**src/rtl/instr_fetch_unit.sv**
```systemverilog
// Sequential instruction fetch front end: owns the PC, keeps one request in flight and hands words to decode.
// Build option: define ILLEGAL_OPCODE_CHECK_EN to flag opcodes outside the supported R/load/store/branch set.
module instr_fetch_unit #(
   parameter int unsigned     XLEN     = 32,
   parameter logic [XLEN-1:0] RESET_PC = '0
) (
   input  logic            clk,
   input  logic            rst_n,
   output logic            imem_req,
   output logic [XLEN-1:0] imem_addr,
   input  logic            imem_gnt,
   input  logic            imem_rvalid,
   input  logic [31:0]     imem_rdata,
   output logic            instr_valid,
   input  logic            instr_ready,
   output logic [31:0]     instr,
   output logic [XLEN-1:0] instr_pc,
   output logic [6:0]      opcode,
   output logic            instr_illegal,
   input  logic            redirect,
   input  logic [XLEN-1:0] redirect_pc,
   output logic            misalign_err
);

   typedef enum logic [1:0] {
      ST_REQ  = 2'd0,
      ST_WAIT = 2'd1,
      ST_HOLD = 2'd2
   } state_e;

   state_e            state_q, state_d;
   logic [XLEN-1:0]   pc_q, pc_d;
   logic              drop_q, drop_d;
   logic [31:0]       instr_q, instr_d;
   logic [XLEN-1:0]   instr_pc_q, instr_pc_d;
   logic              valid_q, valid_d;
   logic              misalign_q, misalign_d;
   // Keeps imem_req low during reset and the first cycle after release.
   logic              started_q;
   logic              grant_ok;

   always_ff @(posedge clk or negedge rst_n) begin
      if (!rst_n) begin
         state_q    <= ST_REQ;
         pc_q       <= RESET_PC;
         drop_q     <= 1'b0;
         instr_q    <= '0;
         instr_pc_q <= '0;
         valid_q    <= 1'b0;
         misalign_q <= 1'b0;
         started_q  <= 1'b0;
      end else begin
         state_q    <= state_d;
         pc_q       <= pc_d;
         drop_q     <= drop_d;
         instr_q    <= instr_d;
         instr_pc_q <= instr_pc_d;
         valid_q    <= valid_d;
         misalign_q <= misalign_d;
         started_q  <= 1'b1;
      end
   end

   assign grant_ok = started_q && imem_gnt;

   always_comb begin
      state_d    = state_q;
      pc_d       = pc_q;
      drop_d     = drop_q;
      instr_d    = instr_q;
      instr_pc_d = instr_pc_q;
      valid_d    = valid_q;
      misalign_d = 1'b0;

      unique case (state_q)
         ST_REQ: begin
            if (grant_ok) begin
               state_d = ST_WAIT;
            end
         end
         ST_WAIT: begin
            if (imem_rvalid) begin
               if (drop_q) begin
                  drop_d  = 1'b0;
                  state_d = ST_REQ;
               end else begin
                  instr_d    = imem_rdata;
                  instr_pc_d = pc_q;
                  valid_d    = 1'b1;
                  pc_d       = pc_q + XLEN'(4);
                  state_d    = ST_HOLD;
               end
            end
         end
         ST_HOLD: begin
            // Clearing the word keeps opcode at zero whenever instr_valid is low.
            if (instr_ready) begin
               valid_d    = 1'b0;
               instr_d    = '0;
               instr_pc_d = '0;
               state_d    = ST_REQ;
            end
         end
         default: begin
            state_d = ST_REQ;
         end
      endcase

      // A redirect overrides whatever the state machine decided above.
      if (redirect) begin
         pc_d       = {redirect_pc[XLEN-1:2], 2'b00};
         misalign_d = |redirect_pc[1:0];
         valid_d    = 1'b0;
         instr_d    = '0;
         instr_pc_d = '0;
         unique case (state_q)
            ST_REQ: begin
               if (grant_ok) begin
                  state_d = ST_WAIT;
                  drop_d  = 1'b1;
               end else begin
                  state_d = ST_REQ;
               end
            end
            ST_WAIT: begin
               if (imem_rvalid) begin
                  state_d = ST_REQ;
                  drop_d  = 1'b0;
               end else begin
                  state_d = ST_WAIT;
                  drop_d  = 1'b1;
               end
            end
            default: begin
               state_d = ST_REQ;
            end
         endcase
      end
   end

   assign imem_req     = started_q && (state_q == ST_REQ);
   assign imem_addr    = pc_q;
   assign instr_valid  = valid_q;
   assign instr        = instr_q;
   assign instr_pc     = instr_pc_q;
   assign opcode       = instr_q[6:0];
   assign misalign_err = misalign_q;

`ifdef ILLEGAL_OPCODE_CHECK_EN
   logic opcode_supported;
   always_comb begin
      unique case (instr_q[6:0])
         7'b0110011, 7'b0000011, 7'b0100011, 7'b1100011: opcode_supported = 1'b1;
         default:                                        opcode_supported = 1'b0;
      endcase
   end
   assign instr_illegal = valid_q && !opcode_supported;
`else
   assign instr_illegal = 1'b0;
`endif

endmodule

```
**config.mk**
```make
export PLATFORM = sky130hd
export DESIGN_NAME = instr_fetch_unit
export DESIGN_NICKNAME = d
export VERILOG_FILES = /design/src/rtl/instr_fetch_unit.sv
export SDC_FILE = /design/constraint.sdc
export NUM_CORES = 1
export LEC_CHECK = 0
export CAP_MARGIN = 20
export CORE_UTILIZATION = 39
export DETAILED_ROUTE_END_ITERATION = 8
export PLACE_DENSITY_LB_ADDON = 0.08
export SETUP_SLACK_MARGIN = 0.05
export SYNTH_ARGS = -nofsm -noshare
export SYNTH_HDL_FRONTEND = slang
export SYNTH_SLANG_ARGS = --single-unit
```
**constraint.sdc**
```tcl
create_clock -name clk -period 1.69 [get_ports clk]
set_input_delay 0.4225 -clock clk [delete_from_list [all_inputs] [get_ports clk]]
set_output_delay 0.4225 -clock clk [all_outputs]
set_load 0.02 [all_outputs]
```
## Word level (Yosys, flattened, before mapping)

Cells that the tools add are included.

| word-level totals | value |
|---|---|
| flip-flop bits (word level) | 102 |
| input bits | 70 |
| output and inout port bits | 107 |

| operators by class | value |
|---|---|
| add/subtract/negate cells | 1 |
| equality and inequality tests | 7 |
| muxes and demuxes | 34 |
| reductions and logical operators | 10 |

Operator list:

| kind | number |
|---|---|
| 32-bit two-way mux | 11 |
| 32-bit case mux with 2 select lines | 2 |
| 32-bit by 3-bit adder with 32-bit output (second input constant) | 1 |
| 1-bit two-way mux | 12 |
| 3-bit != test (second input constant) | 4 |
| 2-bit two-way mux | 5 |
| 2-bit case mux with 3 select lines | 1 |
| 3-bit AND reduction | 2 |
| 1-bit case mux with 2 select lines | 2 |
| 2-bit case mux with 2 select lines | 1 |
| 4-bit AND reduction | 1 |
| 2-bit nonzero test | 2 |
| 3-bit nonzero test | 1 |
| 2-bit by 1-bit equality test with 1-bit output (second input constant) | 1 |
| 2-bit equality test (second input constant) | 1 |
| 1-bit logical AND | 2 |
| 2-bit logical NOT | 1 |
| 2-bit != test (second input constant) | 1 |
| 2-bit OR reduction | 1 |

## Depth between registers and ports, before layout

| depth | value |
|---|---|
| depth after elaboration | 5 |
| mapped depth | 7 |
| depth with buffers taken out | 4 |

## Least setup slack after synthesis

No wires, ideal clock.

| timing path | value |
|---|---|
| kind | flip-flop to flip-flop |
| start point | register pc_q[16] (netlist: imem_addr[16]) |
| end point | register pc_q[27] (netlist: imem_addr[27]) |
| setup time | 0.141 ns |
| arrival time | 1.824 ns |
| required time | 1.549 ns |
| setup slack | -0.275 ns |
| cell stages (with the launch flop) | 7 |
| clock period less this slack | 1.965 ns |
| cells stage by stage | dfrtp_1 nand4_2 or3_4 buf_6 buf_2 o41ai_1 a31oi_1 |

| on the way | value |
|---|---|
| cells in the longest elaborated chain, start to end | 5 |

Ends and longest elaborated chain:

| what | RTL line | text |
|---|---|---|
| from (decl) | 32 | `logic [XLEN-1:0] pc_q, pc_d;` |
| from (signal assigned) | 54 | `pc_q <= pc_d;` |
| 32-bit by 3-bit adder with 32-bit output | 90 | `pc_d = pc_q + XLEN'(4);` |
| 32-bit two-way mux | 83 | `if (drop_q) begin` |
| 32-bit two-way mux | 82 | `if (imem_rvalid) begin` |
| 32-bit two-way mux | 75 | `unique case (state_q)` |
| 32-bit two-way mux | 110 | `if (redirect) begin` |

Every way passes these cells. The select of a mux whose other input is x is not followed.
A chain may end at the register's enable or synchronous reset.

## Worst setup path after layout

| timing path | value |
|---|---|
| start point | register pc_q[12] (netlist: imem_addr[12]) |
| end point | register pc_q[23] (netlist: imem_addr[23]) |

The elaborated chain is that of the path after synthesis.

==> flow_metrics.tcl <==
set metrics [dict create \
    status "finished, violations left" \
    violations "negative setup slack" \
    tritoncts "done" \
    setup_viol 31 \
    final_area_sq_um 7341 \
    crit_arrival_ns 2.11 \
    hpwl_mm 9.225 \
    p_per_area_nw_per_um2 787.8 \
    grt_util_all_layers_pct 24.30 \
    yosys-top-cells-count "dfrtp_1, a22o_1, nand2_1" \
    layout-drive-gt1-share_pct 30.50 \
    dr.pass1.iters 4 \
    drtAntennaViolNets 0 \
    synth.area.top_cells "dfrtp_1, a22o_1, or4_1" \
    cp.depth 5 \
    routabilityCongestion 0.8429 \
    hold_violations 0 \
    ys_seq_area_share_pct 56.51 \
    crit_start "imem_addr[12]" \
    yosysMostFrequentCell "dfrtp_1" \
    placed_cell_area_sq_um 6710 \
    crit_chain "nand3_4, or3_4, buf_6, or4_1, a31oi_1" \
    power.leakage_nw 3.586 \
    diodes 0 \
    worst_setup_path_start_kind "register" \
    die_area_sq_um 11670 \
    setup_tns_ns -2.091 \
    clk_path_buf_depth 2 \
    reg2regPathDepth 5 \
    initialDrtViolationCount 220 \
    routed_wl_mm 14.17 \
    fin_crit_sh_pct 107.7 \
    fin_util_pct 67.42 \
    core_sq_um 10890 \
    max_freq_ghz 0.5496 \
    vdd_drop_max_v 0.0004840 \
    syn_area_sq_um 4384 \
    swShare_pct 30.20 \
    viasPerCell 5.409 \
    overflow 0 \
    synthArstFlopShare_pct 100.0 \
    io_pins 177 \
    synth_top_area_share_pct 56.51 \
    netlist_instances 385 \
    worst-path-buf-inv 1 \
    cts-root-buf "clkbuf_8" \
    min_period_ns 1.820 \
    grt_setup_unrepaired "yes" \
    maxSlewViolCount 0 \
    crit_end "imem_addr[23]" \
    synth.ff_latch_count 99 \
    clock_skew_ns 0.008595 \
    fp.dieW_microns 108.0 \
    portBuffers 173 \
    cts_buffers 9 \
    stdcell_count 776 \
    fin_ws_ns -0.1296 \
    r2r_end "imem_addr[23]" \
    via_count 4197 \
    cp.required_ns 1.98 \
    h-tree-depth 3 \
    total_power_w 0.005783 \
    wl_per_cell_microns 18.25 \
    final_nets 702 \
    cp_top_family "simple AND/OR/NAND/NOR gates" \
    start_util_pct 40.27 \
    path_max_fanout 3 \
    slowest_delay_ns 0.50 \
    grt_pass1_vias 4227 \
    slowest_stage "or4_1" \
    dp.cells 727 \
    r2r-start "imem_addr[12]" \
    area_delta_synth_final_pct 67.44 \
    grt_max_degree 51 \
    cts_sinks 99 \
    clkLatencyLatePin_ns 0.37 \
    avgSynthCellArea_sq_um 11.39 \
    p_comb_share_pct 27.2 \
    antenna_found_initial 0 \
    grt_pass1_wl_mm 21.74 \
    yosysTopAreaCell "dfrtp_1" \
    synth_edf_count 0 \
    synth.distinct_cells 46 \
    cp-end-kind "register" \
    clk_pin_slew_ns 0.09 \
    drv_cap 0 \
    worst-setup-path-type "reg -> reg" \
    num_rows 38 \
    reg2reg_slack_ns -0.13 \
    hold_class "in -> async" \
    intPower_w 0.004037 \
    drc 0 \
    power.clock.fraction_pct 26.9 \
    die_y_microns 108.0 \
    switchingPower_w 0.001747 \
    pwr-share-seq_pct 46.0 \
    yosys_warnings 0 \
    ys.flop_type "dfrtp_1" \
]
## power by group through the flow
stage                     clock, W  combinational, W  sequential [W]
after floorplan                  0          0.000394         0.00292
after global placement           0           0.00145         0.00269
after detailed placement         0           0.00148         0.00270
after CTS                  0.00159           0.00157         0.00265
after global routing       0.00171           0.00168         0.00268
final                      0.00155           0.00157         0.00266
## area by class of cell
type / count / area (sq um)
Timing Repair Buffer: 272 / 2560
Clock buffer: 10 / 137.6
Clock inverter: 6 / 63.81
Multi-Input combinational cell: 245 / 1893
Fill cell: 867 / 3547
Inverter: 4 / 15.01
Tap cell: 140 / 175.2
Sequential cell: 99 / 2496
## cells by family after synthesis
logic type / Yosys count / share of synthesized area, %
compound gates: 114 / 20.75
xor+xnor: 8 / 1.598
fa+ha+maj: 1 / 0.2853
buf+inv: 44 / 5.251
flops: 99 / 56.51
mux: 1 / 0.2283
other cells: 2 / 0.1713
simple gates: 116 / 15.21
## stage by stage
| stage | hold WS, ns | worst slack [ns] |
|---|---|---|
| 6_report | 0.4376 | -0.1296 |
| 5_1_grt | 0.4317 | -0.2260 |
| 4_1_cts | 0.4251 | -0.1601 |
| 3_5_place_dp | 0.2768 | -0.6330 |
| 3_3_place_gp | 0.2756 | -0.6153 |
| 2_1_floorplan | 0.1269 | -0.1441 |
## layer usage
metal / part of all wire, % / routed length (microns) / global-route usage [%]
met5: 0 / 0 / 0
met4: 0.85 / 121 / 6.849
met3: 6.2 / 878 / 4.159
met2: 51 / 7238 / 42.49
met1: 42 / 5926 / 30.79
## cells in the final DEF (no fill, tap or decap), drive strengths merged, types with 2 or more instances in the layout
cell	n
a21oi	3
a22o	63
a31oi	14
and2	3
and3	4
and4	4
buf	114
clkbuf	20
clkdlybuf4s15	3
clkdlybuf4s50	67
clkinv	2
clkinvlp	2
conb	4
dfrtp	99
dlygate4sd2	77
inv	5
nand2	25
nand2b	3
nand3	15
nand4	11
nor2	18
nor3	2
nor4	3
o211ai	6
o21ai	11
o31a	4
o31ai	8
o41ai	2
or3	6
or4	14
or4b	2
xnor2	3
xor2	5
## registers in the layout, summed over array words and instances (netlist names)
signal and flops:
instr 32, instr_pc 31, imem_addr 30, state_q 2, drop_q 1, instr_valid 1, misalign_err 1, started_q 1
## worst min-delay path by stage
stage,start,end,slack (ns),cells after the start
floorplan,rst_n,drop_q,0.13,0
global placement,rst_n,instr[13],0.28,1
detailed placement,rst_n,instr[22],0.28,1
CTS,rst_n,instr[22],0.43,2
global route,rst_n,instr[22],0.43,2
finish,rst_n,instr[22],0.44,2
## repair_timing
item | CTS | global route
gates resized for setup | 207 | 57
endpoints found under the hold margin | 8 | 0
pin swaps | 81 | 29
endpoints found under the setup margin | 189 | 111
setup buffers | 27 | 6
gates cloned | 5 | 1
hold buffers | 1 | 0
Note: power is estimated with default switching activity, not from simulation.
